===== config.mk =====
export PLATFORM = sky130hd
export DESIGN_NAME = pc_sequencer
export DESIGN_NICKNAME = d
export VERILOG_FILES = /design/src/rtl/mips_pc_pkg.sv /design/src/rtl/pc_target_calc.sv /design/src/rtl/pc_sequencer.sv
export SDC_FILE = /design/constraint.sdc
export NUM_CORES = 1
export LEC_CHECK = 0
export BUFFER_PORTS_ARGS = -buffer_cell sky130_fd_sc_hd__buf_4
export CAP_MARGIN = 15
export CORE_UTILIZATION = 33
export CTS_CLUSTER_DIAMETER = 40
export DETAILED_ROUTE_END_ITERATION = 12
export GPL_ROUTABILITY_DRIVEN = 0
export GPL_TIMING_DRIVEN = 0
export SYNTH_ARGS = -nofsm -noshare
export SYNTH_HDL_FRONTEND = slang
export SYNTH_HIERARCHICAL = 1
export SYNTH_SLANG_ARGS = --single-unit

===== constraint.sdc =====
create_clock -name clk -period 7.8 [get_ports clk]
set_clock_uncertainty 0.15 [all_clocks]
set_input_delay 1.56 -clock clk [delete_from_list [all_inputs] [get_ports clk]]
set_output_delay 1.56 -clock clk [all_outputs]
set_load 0.01 [all_outputs]

===== src/rtl/mips_pc_pkg.sv =====
// ----------------------------------------------------------------------------
// mips_pc_pkg
// Shared types and default vectors for the MIPS program-counter sequencer.
//   pc_sel_e     : which next-PC candidate wins in a cycle
//   dly_state_e  : branch-delay FSM state (IDLE / PEND)
//   DEF_RESET_VEC, DEF_TRAP_VEC : 32-bit default reset and trap vectors
// ----------------------------------------------------------------------------
package mips_pc_pkg;

    typedef enum logic [2:0] {
        SEL_SEQ,
        SEL_BR,
        SEL_J,
        SEL_JR,
        SEL_TRAP
    } pc_sel_e;

    typedef enum logic {
        ST_IDLE,
        ST_PEND
    } dly_state_e;

    localparam logic [31:0] DEF_RESET_VEC = 32'h0000_0000;
    localparam logic [31:0] DEF_TRAP_VEC  = 32'h0000_0080;

endpackage


===== src/rtl/pc_target_calc.sv =====
// ----------------------------------------------------------------------------
// pc_target_calc
// Combinational next-PC candidate generator.
//   pc_i            : current PC
//   branch_imm_i    : signed 16-bit branch offset, in words
//   jump_index_i    : J-type instruction index field
//   jr_target_i     : register-sourced jump target
//   pc_plus4_o      : pc + 4 (wraps modulo 2^WIDTH)
//   br_t_o          : pc + 4 + sext(imm) * 4
//   j_t_o           : {upper REGION_BITS of pc+4, index, 2'b00}
//   jr_misalign_o   : jr target is not word aligned
// ----------------------------------------------------------------------------
module pc_target_calc #(
    parameter int WIDTH       = 32,
    parameter int REGION_BITS = 4,
    localparam int IDX_W      = WIDTH - REGION_BITS - 2
) (
    input  logic [WIDTH-1:0] pc_i,
    input  logic [15:0]      branch_imm_i,
    input  logic [IDX_W-1:0] jump_index_i,
    input  logic [WIDTH-1:0] jr_target_i,
    output logic [WIDTH-1:0] pc_plus4_o,
    output logic [WIDTH-1:0] br_t_o,
    output logic [WIDTH-1:0] j_t_o,
    output logic             jr_misalign_o
);

    logic [WIDTH-1:0] br_off;

    assign pc_plus4_o = pc_i + WIDTH'(4);

    // Sign-extend the word offset and convert it to a byte offset in one step.
    assign br_off = {{(WIDTH-18){branch_imm_i[15]}}, branch_imm_i, 2'b00};
    assign br_t_o = pc_plus4_o + br_off;

    // The jump stays inside the region of the delay-slot instruction (pc+4).
    assign j_t_o = {pc_plus4_o[WIDTH-1 -: REGION_BITS], jump_index_i, 2'b00};

    assign jr_misalign_o = |jr_target_i[1:0];

endmodule


===== src/rtl/pc_sequencer.sv =====
// ----------------------------------------------------------------------------
// pc_sequencer
// Program-counter register and next-PC selection for the MIPS datapath.
//   clk, reset       : rising-edge clock, synchronous active-high reset
//   stall            : hold PC, pending redirect and sticky flags
//   jump_en/index    : J/JAL request and its instruction index
//   branch_en/taken/imm : branch request, condition and word offset
//   jr_en/jr_target  : JR/JALR request and its register target
//   pc, pc_plus4     : current PC and its sequential successor
//   delay_pending    : current pc is a delay-slot instruction (DELAY_SLOT=1)
//   misalign_err     : sticky, a misaligned jr target was trapped
//   slot_err         : sticky, a redirect arrived inside a delay slot
// ----------------------------------------------------------------------------
module pc_sequencer
    import mips_pc_pkg::*;
#(
    parameter int               WIDTH       = 32,
    parameter int               REGION_BITS = 4,
    parameter logic [WIDTH-1:0] RESET_VEC   = WIDTH'(DEF_RESET_VEC),
    parameter logic [WIDTH-1:0] TRAP_VEC    = WIDTH'(DEF_TRAP_VEC),
    parameter int               DELAY_SLOT  = 0,
    localparam int              IDX_W       = WIDTH - REGION_BITS - 2
) (
    input  logic             clk,
    input  logic             reset,
    input  logic             stall,
    input  logic             jump_en,
    input  logic [IDX_W-1:0] jump_index,
    input  logic             branch_en,
    input  logic             branch_taken,
    input  logic [15:0]      branch_imm,
    input  logic             jr_en,
    input  logic [WIDTH-1:0] jr_target,
    output logic [WIDTH-1:0] pc,
    output logic [WIDTH-1:0] pc_plus4,
    output logic             delay_pending,
    output logic             misalign_err,
    output logic             slot_err
);

    logic [WIDTH-1:0] pc_q, pc_d;
    logic [WIDTH-1:0] tgt_q, tgt_d;
    dly_state_e       state_q, state_d;
    logic             mis_q, mis_d;
    logic             slot_q, slot_d;

    logic [WIDTH-1:0] br_t, j_t, redir_tgt;
    logic             jr_misalign;
    logic             redirect;
    pc_sel_e          sel;

    pc_target_calc #(
        .WIDTH       (WIDTH),
        .REGION_BITS (REGION_BITS)
    ) u_calc (
        .pc_i          (pc_q),
        .branch_imm_i  (branch_imm),
        .jump_index_i  (jump_index),
        .jr_target_i   (jr_target),
        .pc_plus4_o    (pc_plus4),
        .br_t_o        (br_t),
        .j_t_o         (j_t),
        .jr_misalign_o (jr_misalign)
    );

    // Fixed priority: jr > jump > taken branch > sequential.
    always_comb begin
        sel       = SEL_SEQ;
        redir_tgt = pc_plus4;
        if (jr_en) begin
            sel       = jr_misalign ? SEL_TRAP : SEL_JR;
            redir_tgt = jr_target;
        end else if (jump_en) begin
            sel       = SEL_J;
            redir_tgt = j_t;
        end else if (branch_en && branch_taken) begin
            sel       = SEL_BR;
            redir_tgt = br_t;
        end
    end

    assign redirect = (sel == SEL_BR) || (sel == SEL_J) || (sel == SEL_JR);

    always_comb begin
        // NOTE: every output of this block gets a default first so that no
        // path leaves a value unassigned and infers a latch.
        pc_d    = pc_q;
        tgt_d   = tgt_q;
        state_d = state_q;
        mis_d   = mis_q;
        slot_d  = slot_q;
        if (!stall) begin
            if (sel == SEL_TRAP) begin
                // The trap bypasses the delay slot and cancels any pending redirect.
                pc_d    = TRAP_VEC;
                tgt_d   = '0;
                state_d = ST_IDLE;
                mis_d   = 1'b1;
            end else if (DELAY_SLOT == 0) begin
                pc_d = redirect ? redir_tgt : pc_plus4;
            end else if (state_q == ST_PEND) begin
                // The slot instruction is executing; a new redirect here is illegal.
                pc_d    = tgt_q;
                state_d = ST_IDLE;
                if (redirect) begin
                    slot_d = 1'b1;
                end
            end else if (redirect) begin
                pc_d    = pc_plus4;
                tgt_d   = redir_tgt;
                state_d = ST_PEND;
            end else begin
                pc_d = pc_plus4;
            end
        end
    end

    // NOTE: state registers use non-blocking assignments so every flop samples
    // the pre-edge values regardless of statement order.
    always_ff @(posedge clk) begin
        if (reset) begin
            pc_q    <= RESET_VEC;
            tgt_q   <= '0;
            state_q <= ST_IDLE;
            mis_q   <= 1'b0;
            slot_q  <= 1'b0;
        end else begin
            pc_q    <= pc_d;
            tgt_q   <= tgt_d;
            state_q <= state_d;
            mis_q   <= mis_d;
            slot_q  <= slot_d;
        end
    end

    assign pc            = pc_q;
    assign delay_pending = (state_q == ST_PEND);
    assign misalign_err  = mis_q;
    assign slot_err      = slot_q;

endmodule


==> results of run 1 <==
==> cells in the final DEF, fill, tap and decap left out, types with 3 or more instances in the layout <==
master / netlist / routed
buf_4: 44 / 161
nand2_1: 58 / 58
xnor2_1: 39 / 39
nand2b_1: 33 / 33
dfxtp_1: 33 / 33
ha_1: 33 / 33
a221oi_2: 31 / 31
nor3b_1: 31 / 31
o221ai_1: 30 / 30
a21oi_1: 29 / 29
o21ai_1: 24 / 24
o21ai_0: 19 / 19
nand3_1: 19 / 19
buf_2: 17 / 17
xor2_1: 17 / 17
nor2_1: 14 / 14
inv_1: 13 / 13
and3_1: 11 / 11
o21ai_2: 10 / 10
nand4_1: 10 / 10
clkbuf_1: 8 / 8
a21o_1: 8 / 8
o21bai_1: 7 / 7
nor3_1: 6 / 6
clkbuf_16: 0 / 5
a31oi_1: 5 / 5
conb_1: 2 / 4
a211o_1: 3 / 3
o21a_1: 3 / 3
==> final cells by class <==
class / count / area (sq um) / area share, %
Buffer: 73 / 481.7 / 7.761
Timing Repair Buffer: 117 / 878.3 / 14.15
Clock buffer: 6 / 138.9 / 2.237
Clock inverter: 2 / 37.54 / 0.6047
Tap cell: 184 / 230.2 / 3.709
Multi-Input combinational cell: 491 / 3731 / 60.11
Sequential cell: 33 / 660.6 / 10.64
Inverter: 13 / 48.80 / 0.7861
==> stage by stage <==
| step | area [sq um] | hold WS, ns | std cells | util [%] | power [mW] |
|---|---|---|---|---|---|
| after floorplan | 4922 | 0.3522 | 610 | - | 0.4385 |
| after global placement | 6031 | 0.3338 | 911 | 41.49 | 0.5524 |
| after detailed placement | 6031 | 0.3239 | 911 | 41.49 | 0.5581 |
| after CTS | 6207 | 0.3548 | 919 | 42.71 | 0.8060 |
| after global routing | 6207 | 0.4139 | 919 | 42.71 | 0.8482 |
| final | 6207 | 0.3634 | 919 | 42.71 | 0.8067 |
==> critical path, cell delays in order, from the launching register on <==
cell       delay (ns)
dfxtp_1          0.46
and3_1           0.24
and3_1           0.23
nand3_1          0.17
nor2_2           0.37
nand3_1          0.18
xnor2_1          0.44
ha_1             0.33
clkbuf_8         0.16
a21oi_1          0.13
o21ai_1          0.08
a21oi_1          0.12
o21ai_0          0.11
a41oi_2          0.27
mux2i_1          0.14
a2111oi_2        0.38
o221ai_1         0.19
a221oi_2         0.23
==> routing by layer <==
layer | vias up | part of all wire, %
met4 | 0 | 2.8
li1 | 2520 | -
met5 | - | 0
met3 | 36 | 8.0
met2 | 252 | 47
met1 | 2479 | 42
==> flip-flops by register name, indices dropped and copies added (netlist names) <==
register	flops
misalign_err	1
pc	32
==> kinds of logic after synthesis <==
logic type / share of synthesized area [%]
flip-flops: 13.44
multiplexers: 0.2037
XOR/XNOR: 10.31
AO/OA/AOI/OAI: 33.17
AND/OR/NAND/NOR: 23.12
other: 0.1528
buffers and inverters: 10.79
adder cells (fa/ha/maj): 8.809
==> power by group through the flow <==
stage          clock network (mW)  registers, mW  logic, mW
2_1_floorplan                   0          0.203      0.236
3_3_place_gp                    0          0.203      0.350
3_5_place_dp                    0          0.203      0.355
4_1_cts                     0.250          0.200      0.357
5_1_grt                     0.256          0.202      0.391
6_report                    0.247          0.199      0.360
==> worst paths after layout <==
kind	start	to	slack, ns	depth (start not counted)
max	pc[4]	pc[30]	3.30	17
min	misalign_err	misalign_err	0.36	2
max reg2reg	pc[4]	pc[30]	3.30	17
min reg2reg	misalign_err	misalign_err	0.36	2
==> impl_metrics.tcl, run 1 <==
set metrics [dict create \
    routed_wl_mm 17.95 \
    critPathKind "reg2reg" \
    cap_viol_max_count 0 \
    grt_max_degree 16 \
    cts_root_buf "clkbuf_16" \
    pre_cts_ws_ns 3.269 \
    h-tree-depth 2 \
    yosysTopAreaCell "dfxtp_1" \
    dieArea_sq_um 15380 \
    sw_frac_of_total_pct 37.47 \
    ys_warn_count 6 \
    post_cts_resized 0 \
    antenna_found_initial 0 \
    vias 5287 \
    placement_rows 44 \
    drv_slew 0 \
    syn_inst 608 \
    cts_buffers 5 \
    rsz0062_at_grt "no" \
    synthFlopType "dfxtp_1" \
    num_antenna_cells 0 \
    synth_common_cells "58 x nand2_1, 44 x buf_4, 39 x xnor2_1" \
    cts_buffer_depth 2 \
    ys_types 70 \
    async_reset_ff_share_pct 0 \
    required_ns 7.84 \
    status "finished clean" \
    dr.pass1.iters 5 \
    worst_setup_path_start_kind "register" \
    synth.avg_cell_area_sq_um 8.083 \
    core_area_sq_um 14530 \
    p_per_area_nw_per_um2 130.0 \
    ys_ff_latch 33 \
    drive_above_1_share_pct 34.56 \
    cts_tree "yes" \
    postCtsHoldBufs 0 \
    cp.arrival_ns 4.54 \
    ir_drop_v 0.00006638 \
    detail-route-antenna-nets 0 \
    seqPwrFrac_pct 24.7 \
    wl_per_cell_um 19.53 \
    grt_pass1_vias 5233 \
    grt_usage_pct 23.42 \
    syn2layout_area_growth_pct 26.30 \
    met3_usage_pct 3.755 \
    synth_enable_flop_cells 0 \
    worst_setup_path_end_kind "register" \
    die_y_um 124.0 \
    tightestPinTransition_ns 0.9194 \
    drc 0 \
    ys_top_cells_by_area "dfxtp_1 13%, a221oi_2 9.5%, ha_1 8.4%, xnor2_1 7.0%, buf_4 6.7%" \
    setup_violations 0 \
    grt_overflow 0 \
    hold_viol_final 0 \
    tns_ns 0 \
    cp_max_fo 9 \
    max_freq_ghz 0.2225 \
    clk_pin_slew_ns 0.07 \
    post-cts-setup-buffers 0 \
    hp-class "reg2reg" \
    yosysMostFrequentCell "nand2_1" \
    grt_use_met2_pct 39.51 \
    drt_iter0_markers 339 \
    top_usage_layer "met2" \
    post_drt_via_cell_ratio 5.753 \
    slew_headroom_pct 38.71 \
    layout_min_cycle_time_ns 4.495 \
    grt_first_pass_wirelength_mm 27.51 \
    final_nets 849 \
    min_period_over_period_pct 57.63 \
    synth_top_area_share_pct 13.44 \
    port-buffer-count 117 \
    synth_area_sq_um 4915 \
    cts.sinks 33 \
    clockPowerShare_pct 30.7 \
    dp_hpwl_mm 14.01 \
    die_x_um 124.0 \
    p_leak_nw 2.613 \
    pwr-share-comb_pct 44.6 \
    p_switching_uw 302.2 \
    ys_seq_area_share_pct 13.44 \
    p_int_uw 504.5 \
    clk_latency_ns 0.29 \
    layout_setup_ws_ns 3.305 \
    fillerInstances 1489 \
    ios 148 \
    initial_core_util_pct 33.82 \
    use_met1_pct 29.94 \
]
Power figures use the tool's default switching activity.
==> run 2, diff against run 1 <==
==> constraint.sdc (replaced) <==
create_clock -name clk -period 3.9 [get_ports clk]
set_clock_uncertainty 0.15 [all_clocks]
set_input_delay 0.78 -clock clk [delete_from_list [all_inputs] [get_ports clk]]
set_output_delay 0.78 -clock clk [all_outputs]
set_load 0.01 [all_outputs]
==> impl_metrics.tcl, run 2 (synthesis gave the netlist of run 1 again) <==
set metrics [dict create \
    die_x_um 124.0 \
    drc 0 \
    antenna_found_initial 0 \
    dieArea_sq_um 15380 \
    largest_reg_flops 32 \
    cts_tree "yes" \
    detail-route-antenna-nets 0 \
    post_drt_via_cell_ratio 5.761 \
    tightestPinTransition_ns 0.9327 \
    cts.sinks 33 \
    h-tree-depth 2 \
    slew_headroom_pct 37.82 \
    drv_slew 0 \
    dp_hpwl_mm 14.01 \
    grt_first_pass_wirelength_mm 28.00 \
    worst_setup_path_start_kind "register" \
    p_per_area_nw_per_um2 246.7 \
    cts_buffers 5 \
    final_nets 869 \
    post-route-util_pct 47.02 \
    num_antenna_cells 0 \
    pre_cts_ws_ns -0.4594 \
    core_area_sq_um 14530 \
    worst_setup_path_end_kind "register" \
    clk_latency_ns 0.29 \
    ios 148 \
    hp-class "reg2reg" \
    crit_chain "nand4_4 -> nor2_4 -> and3_2 -> nand2_1 -> nor2_4 -> xor2_2 -> ha_2 -> and3_2 -> a31o_2 -> a21oi_1 -> o21ai_0 -> a211o_1 -> xnor2_1 -> o221ai_1 -> a221oi_2" \
    wl_per_cell_um 19.81 \
    layout_setup_ws_ns 0.1307 \
    layout_commonest_cell "buf_4" \
    layout_min_cycle_time_ns 3.769 \
    cp.arrival_ns 3.80 \
    grt_usage_pct 23.82 \
    min_period_over_period_pct 96.65 \
    power_mw 1.686 \
    critPathKind "reg2reg" \
    hold_viol_final 0 \
    grt_pass1_vias 5346 \
    pwr-share-comb_pct 46.5 \
    cts_root_buf "clkbuf_16" \
    required_ns 3.93 \
    die_y_um 124.0 \
    p_int_mw 1.048 \
    clockPowerShare_pct 29.5 \
    max_freq_ghz 0.2653 \
    ir_drop_v 0.0001411 \
    cts_buffer_depth 2 \
    vias 5410 \
    cap_viol_max_count 0 \
    routed_wl_mm 18.60 \
    sw_frac_of_total_pct 37.82 \
    slowest_stage "dfxtp_4" \
    syn2layout_area_growth_pct 39.05 \
    stdcell_area_sq_um 6834 \
    grt_max_degree 16 \
    dr.pass1.iters 5 \
    postCtsHoldBufs 0 \
    grt_overflow 0 \
    p_switching_uw 637.6 \
    initial_core_util_pct 33.82 \
    seqPwrFrac_pct 24.1 \
    cp_max_fo 7 \
    p_leak_nw 2.862 \
    drt_iter0_markers 288 \
    port-buffer-count 117 \
    setup_violations 0 \
    clk_pin_slew_ns 0.07 \
    final_cell_mix "183 x buf_4, 58 x nand2_1, 33 x nand2b_1" \
    drive_above_1_share_pct 45.30 \
    placement_rows 44 \
    tns_ns 0 \
    post_dp_cell_area_sq_um 6031 \
    cp_slowest_stage_delay_ns 0.42 \
    status "finished clean" \
]
## run 2: changes by cell type in the layout (fill, tap and decap cells not counted), moves of 5 or more
| cell | previous run | this run |
|---|---|---|
| ha_4 | 0 | 6 |
| xnor2_1 | 39 | 24 |
| a21oi_1 | 29 | 23 |
| dfxtp_4 | 0 | 6 |
| dfxtp_1 | 33 | 22 |
| dfxtp_2 | 0 | 5 |
| buf_4 | 161 | 183 |
| and3_1 | 11 | 4 |
| a21oi_2 | 2 | 8 |
| ha_1 | 33 | 23 |
| xnor2_2 | 1 | 15 |
## run 2: final timing paths
| path | start | to | slack (ns) | cells past startpoint |
|---|---|---|---|---|
| max | pc[12] | pc[31] | 0.13 | 15 |
| min | misalign_err | misalign_err | 0.37 | 2 |
| max reg2reg | pc[12] | pc[31] | 0.13 | 15 |
| min reg2reg | misalign_err | misalign_err | 0.37 | 2 |
## run 2: area by class of cell
type	count	area, sq um
buffer	71	476.7
multi-input combinational	491	4169
clock buffer	6	138.9
inverter	13	48.80
fill	1424	7700
timing repair buffer	139	1044
clock inverter	2	37.54
tap	184	230.2
sequential	33	689.4
## run 2: layer usage
layer	global-route usage, %	part of all wire [%]	vias to the layer above	routed length, um
li1	-	-	2552	-
met1	30.55	42	2576	7861
met2	40.38	48	246	8866
met3	3.342	7.3	36	1356
met4	8.631	2.8	0	512
met5	0	0	-	0
## run 2: per-stage QoR
| step | instances | hold slack (ns) |
|---|---|---|
| global route | 939 | 0.4139 |
| CTS | 931 | 0.3548 |
| detailed placement | 911 | 0.3239 |
| floorplan | 610 | 0.3522 |
| global placement | 911 | 0.3338 |
| finish | 939 | 0.3656 |
## run 2: timing repair
action / 4_1_cts / 5_1_grt
buffers inserted: 12 / 10
cloned: 0 / 0
resized for setup: 36 / 58
hold endpoints to repair: 0 / 0
pin swaps: 9 / 24
setup endpoints to repair: 14 / 13
## run 2: power groups by stage
stage	clock, mW	sequential (mW)	combinational [mW]
detailed placement	0	0.406	0.710
global route	0.512	0.410	0.845
floorplan	0	0.405	0.472
CTS	0.499	0.402	0.730
finish	0.497	0.406	0.783
global placement	0	0.406	0.699
## run 2: critical path: cells and delay by family (launching register included)
family	cells	cell delay, ns
xor gates and xnor gates	2	0.34
and+or+nand+nor	6	1.10
adders and majority gates	1	0.35
DFF	1	0.42
AOI/OAI and AO/OA	6	1.31
==> run 3, diff against run 2 <==
--- a/config.mk
+++ b/config.mk
@@ -12,6 +12,7 @@
 export DETAILED_ROUTE_END_ITERATION = 12
 export GPL_ROUTABILITY_DRIVEN = 0
 export GPL_TIMING_DRIVEN = 0
+export PLACE_DENSITY = 0.66
 export SYNTH_ARGS = -nofsm -noshare
 export SYNTH_HDL_FRONTEND = slang
 export SYNTH_HIERARCHICAL = 1
==> constraint.sdc (replaced) <==
create_clock -name clk -period 3.4 [get_ports clk]
set_clock_uncertainty 0.15 [all_clocks]
set_input_delay 0.68 -clock clk [delete_from_list [all_inputs] [get_ports clk]]
set_output_delay 0.68 -clock clk [all_outputs]
set_load 0.01 [all_outputs]
==> impl_metrics.tcl, run 3 (synthesis gave the netlist of run 1 again) <==
set metrics [dict create \
    status "finished with violations" \
    violations "setup timing" \
    h-tree-depth 2 \
    hp-start "misalign_err" \
    post_dp_cell_area_sq_um 6208 \
    dr.pass1.iters 5 \
    dieArea_sq_um 15380 \
    grt_usage_pct 24.51 \
    clk_latency_ns 0.29 \
    seqPwrFrac_pct 21.3 \
    layout_setup_ws_ns -0.2729 \
    wl_per_cell_um 20.42 \
    cts_buffers 5 \
    postCtsHoldBufs 0 \
    post-route-util_pct 53.81 \
    syn2layout_area_growth_pct 59.14 \
    clockPowerShare_pct 28.3 \
    crit_chain "and3_4 -> and3_4 -> nand4_1 -> buf_6 -> nor2_4 -> nand3_2 -> xnor2_4 -> ha_4 -> nand2_1 -> nand2b_1 -> a21oi_2 -> o21ai_2 -> a41oi_4 -> buf_4 -> o21bai_4 -> xor2_1 -> o221ai_1 -> a221oi_2" \
    die_y_um 124.0 \
    setup_violations 13 \
    cp_slowest_stage_delay_ns 0.34 \
    largest_reg_flops 32 \
    p_leak_nw 3.231 \
    drv_slew 0 \
    core_area_sq_um 14530 \
    drt_iter0_markers 378 \
    tightestPinTransition_ns 0.8617 \
    grt_max_degree 16 \
    crit_top_cell "and3_4" \
    slowest_stage "dfxtp_4" \
    detail-route-antenna-nets 0 \
    final_nets 912 \
    top_usage_layer "met2" \
    grt_first_pass_wirelength_mm 28.64 \
    tns_ns -1.772 \
    hold_end "misalign_err" \
    cts_root_buf "clkbuf_16" \
    drc 0 \
    worst_setup_path_start_kind "register" \
    rsz0062_at_grt "yes" \
    vias 5681 \
    cap_viol_max_count 0 \
    ir_drop_v 0.0001983 \
    grt_use_met2_pct 40.66 \
    fillerInstances 1324 \
    clk_pin_slew_ns 0.06 \
    cts_buffer_depth 2 \
    p_switching_uw 795.6 \
    reg2reg_depth 18 \
    critPathKind "reg2reg" \
    drive_above_1_share_pct 56.77 \
    p_per_area_nw_per_um2 275.2 \
    r2r_setup_slack_ns -0.27 \
    cp.arrival_ns 3.72 \
    stdcell_area_sq_um 7821 \
    max_freq_ghz 0.2723 \
    num_antenna_cells 0 \
    die_x_um 124.0 \
    sw_frac_of_total_pct 36.96 \
    routed_wl_mm 20.05 \
    port-buffer-count 117 \
    met3_usage_pct 3.251 \
    use_met1_pct 32.37 \
    final_cell_mix "224 x buf_4, 52 x nand2_1, 33 x nand2b_1" \
    required_ns 3.45 \
    dp_cells 911 \
    dp_hpwl_mm 13.65 \
    hold_viol_final 0 \
    p_int_mw 1.357 \
    cts_tree "yes" \
    layout_min_cycle_time_ns 3.673 \
    worst_setup_path_end_kind "register" \
    initial_core_util_pct 33.82 \
    grt_overflow 0 \
    layout_commonest_cell "buf_4" \
    cts.sinks 33 \
    r2r_start "pc[5]" \
    min_period_over_period_pct 108.0 \
    grt_pass1_vias 5417 \
    post_drt_via_cell_ratio 5.785 \
    pwr-share-comb_pct 50.4 \
    fin_cells 982 \
    hp-class "reg2reg" \
    ios 148 \
    min_path_cells 2 \
    antenna_found_initial 0 \
    cp_max_fo 5 \
    placement_rows 44 \
    r2r_end "pc[26]" \
    slew_headroom_pct 42.55 \
]
==> run 3: cell count changes in the layout (fill, tap and decap cells not counted), sizes merged <==
cell | before | now
clkbuf | 15 | 12
clkinv | 0 | 1
buf | 201 | 246
bufinv | 1 | 2
clkinvlp | 1 | 0
==> run 3: how the worst max path moves through the flow <==
stage	slack (ns)	cells past startpoint	from	endpoint
4_1_cts	-0.22	16	pc[5]	pc[30]
5_1_grt	-0.39	17	pc[4]	pc[30]
3_5_place_dp	-0.69	13	pc[3]	pc[23]
3_3_place_gp	-0.67	13	pc[3]	pc[23]
2_1_floorplan	-0.02	17	pc[4]	pc[24]
6_report	-0.27	18	pc[5]	pc[26]
==> run 3: timing repair <==
item / in CTS / in global routing
endpoints found under the setup margin: 18 / 18
gates resized for setup: 95 / 79
buffers inserted: 35 / 31
pin swaps: 54 / 72
==> run 3: critical path: cells and delay by family, from the launching register on <==
family	cells	cell delay (ns)
compound gates	6	0.94
buf+inv	2	0.34
flops	1	0.34
simple gates	7	1.09
xor+xnor	2	0.45
fa+ha+maj	1	0.26
==> run 3: layer usage <==
layer,up-vias,wire [um]
li1,2632,-
met1,2712,8114
met2,281,9635
met3,56,1677
met4,0,627
met5,-,0
==> run 3: layout make-up <==
type | count | area [sq um] | share of cell area, %
plain buffers | 70 | 470.5 | 6.015
clock buffers | 5 | 125.1 | 1.600
clock inverters | 3 | 65.06 | 0.8319
inverters | 13 | 48.80 | 0.6239
multi-input cells | 491 | 4793 | 61.29
flip-flops and latches | 33 | 703.2 | 8.991
well taps | 184 | 230.2 | 2.944
repair buffers | 183 | 1385 | 17.71
==> run 3: power groups by stage <==
stage	logic [mW]	registers [mW]	clock network, mW
final	1.08	0.459	0.609
after global routing	1.15	0.463	0.627
after CTS	0.947	0.455	0.615
after detailed placement	0.829	0.469	0
after global placement	0.823	0.469	0
after floorplan	0.554	0.469	0
==> run 3: stage by stage <==
| stage | setup WS, ns | hold slack, ns | power (mW) |
|---|---|---|---|
| floorplan | -0.01668 | 0.3522 | 1.023 |
| global placement | -0.6725 | 0.3086 | 1.292 |
| detailed placement | -0.6943 | 0.3199 | 1.298 |
| CTS | -0.2201 | 0.3496 | 2.017 |
| global route | -0.3909 | 0.4044 | 2.245 |
| finish | -0.2729 | 0.3557 | 2.153 |
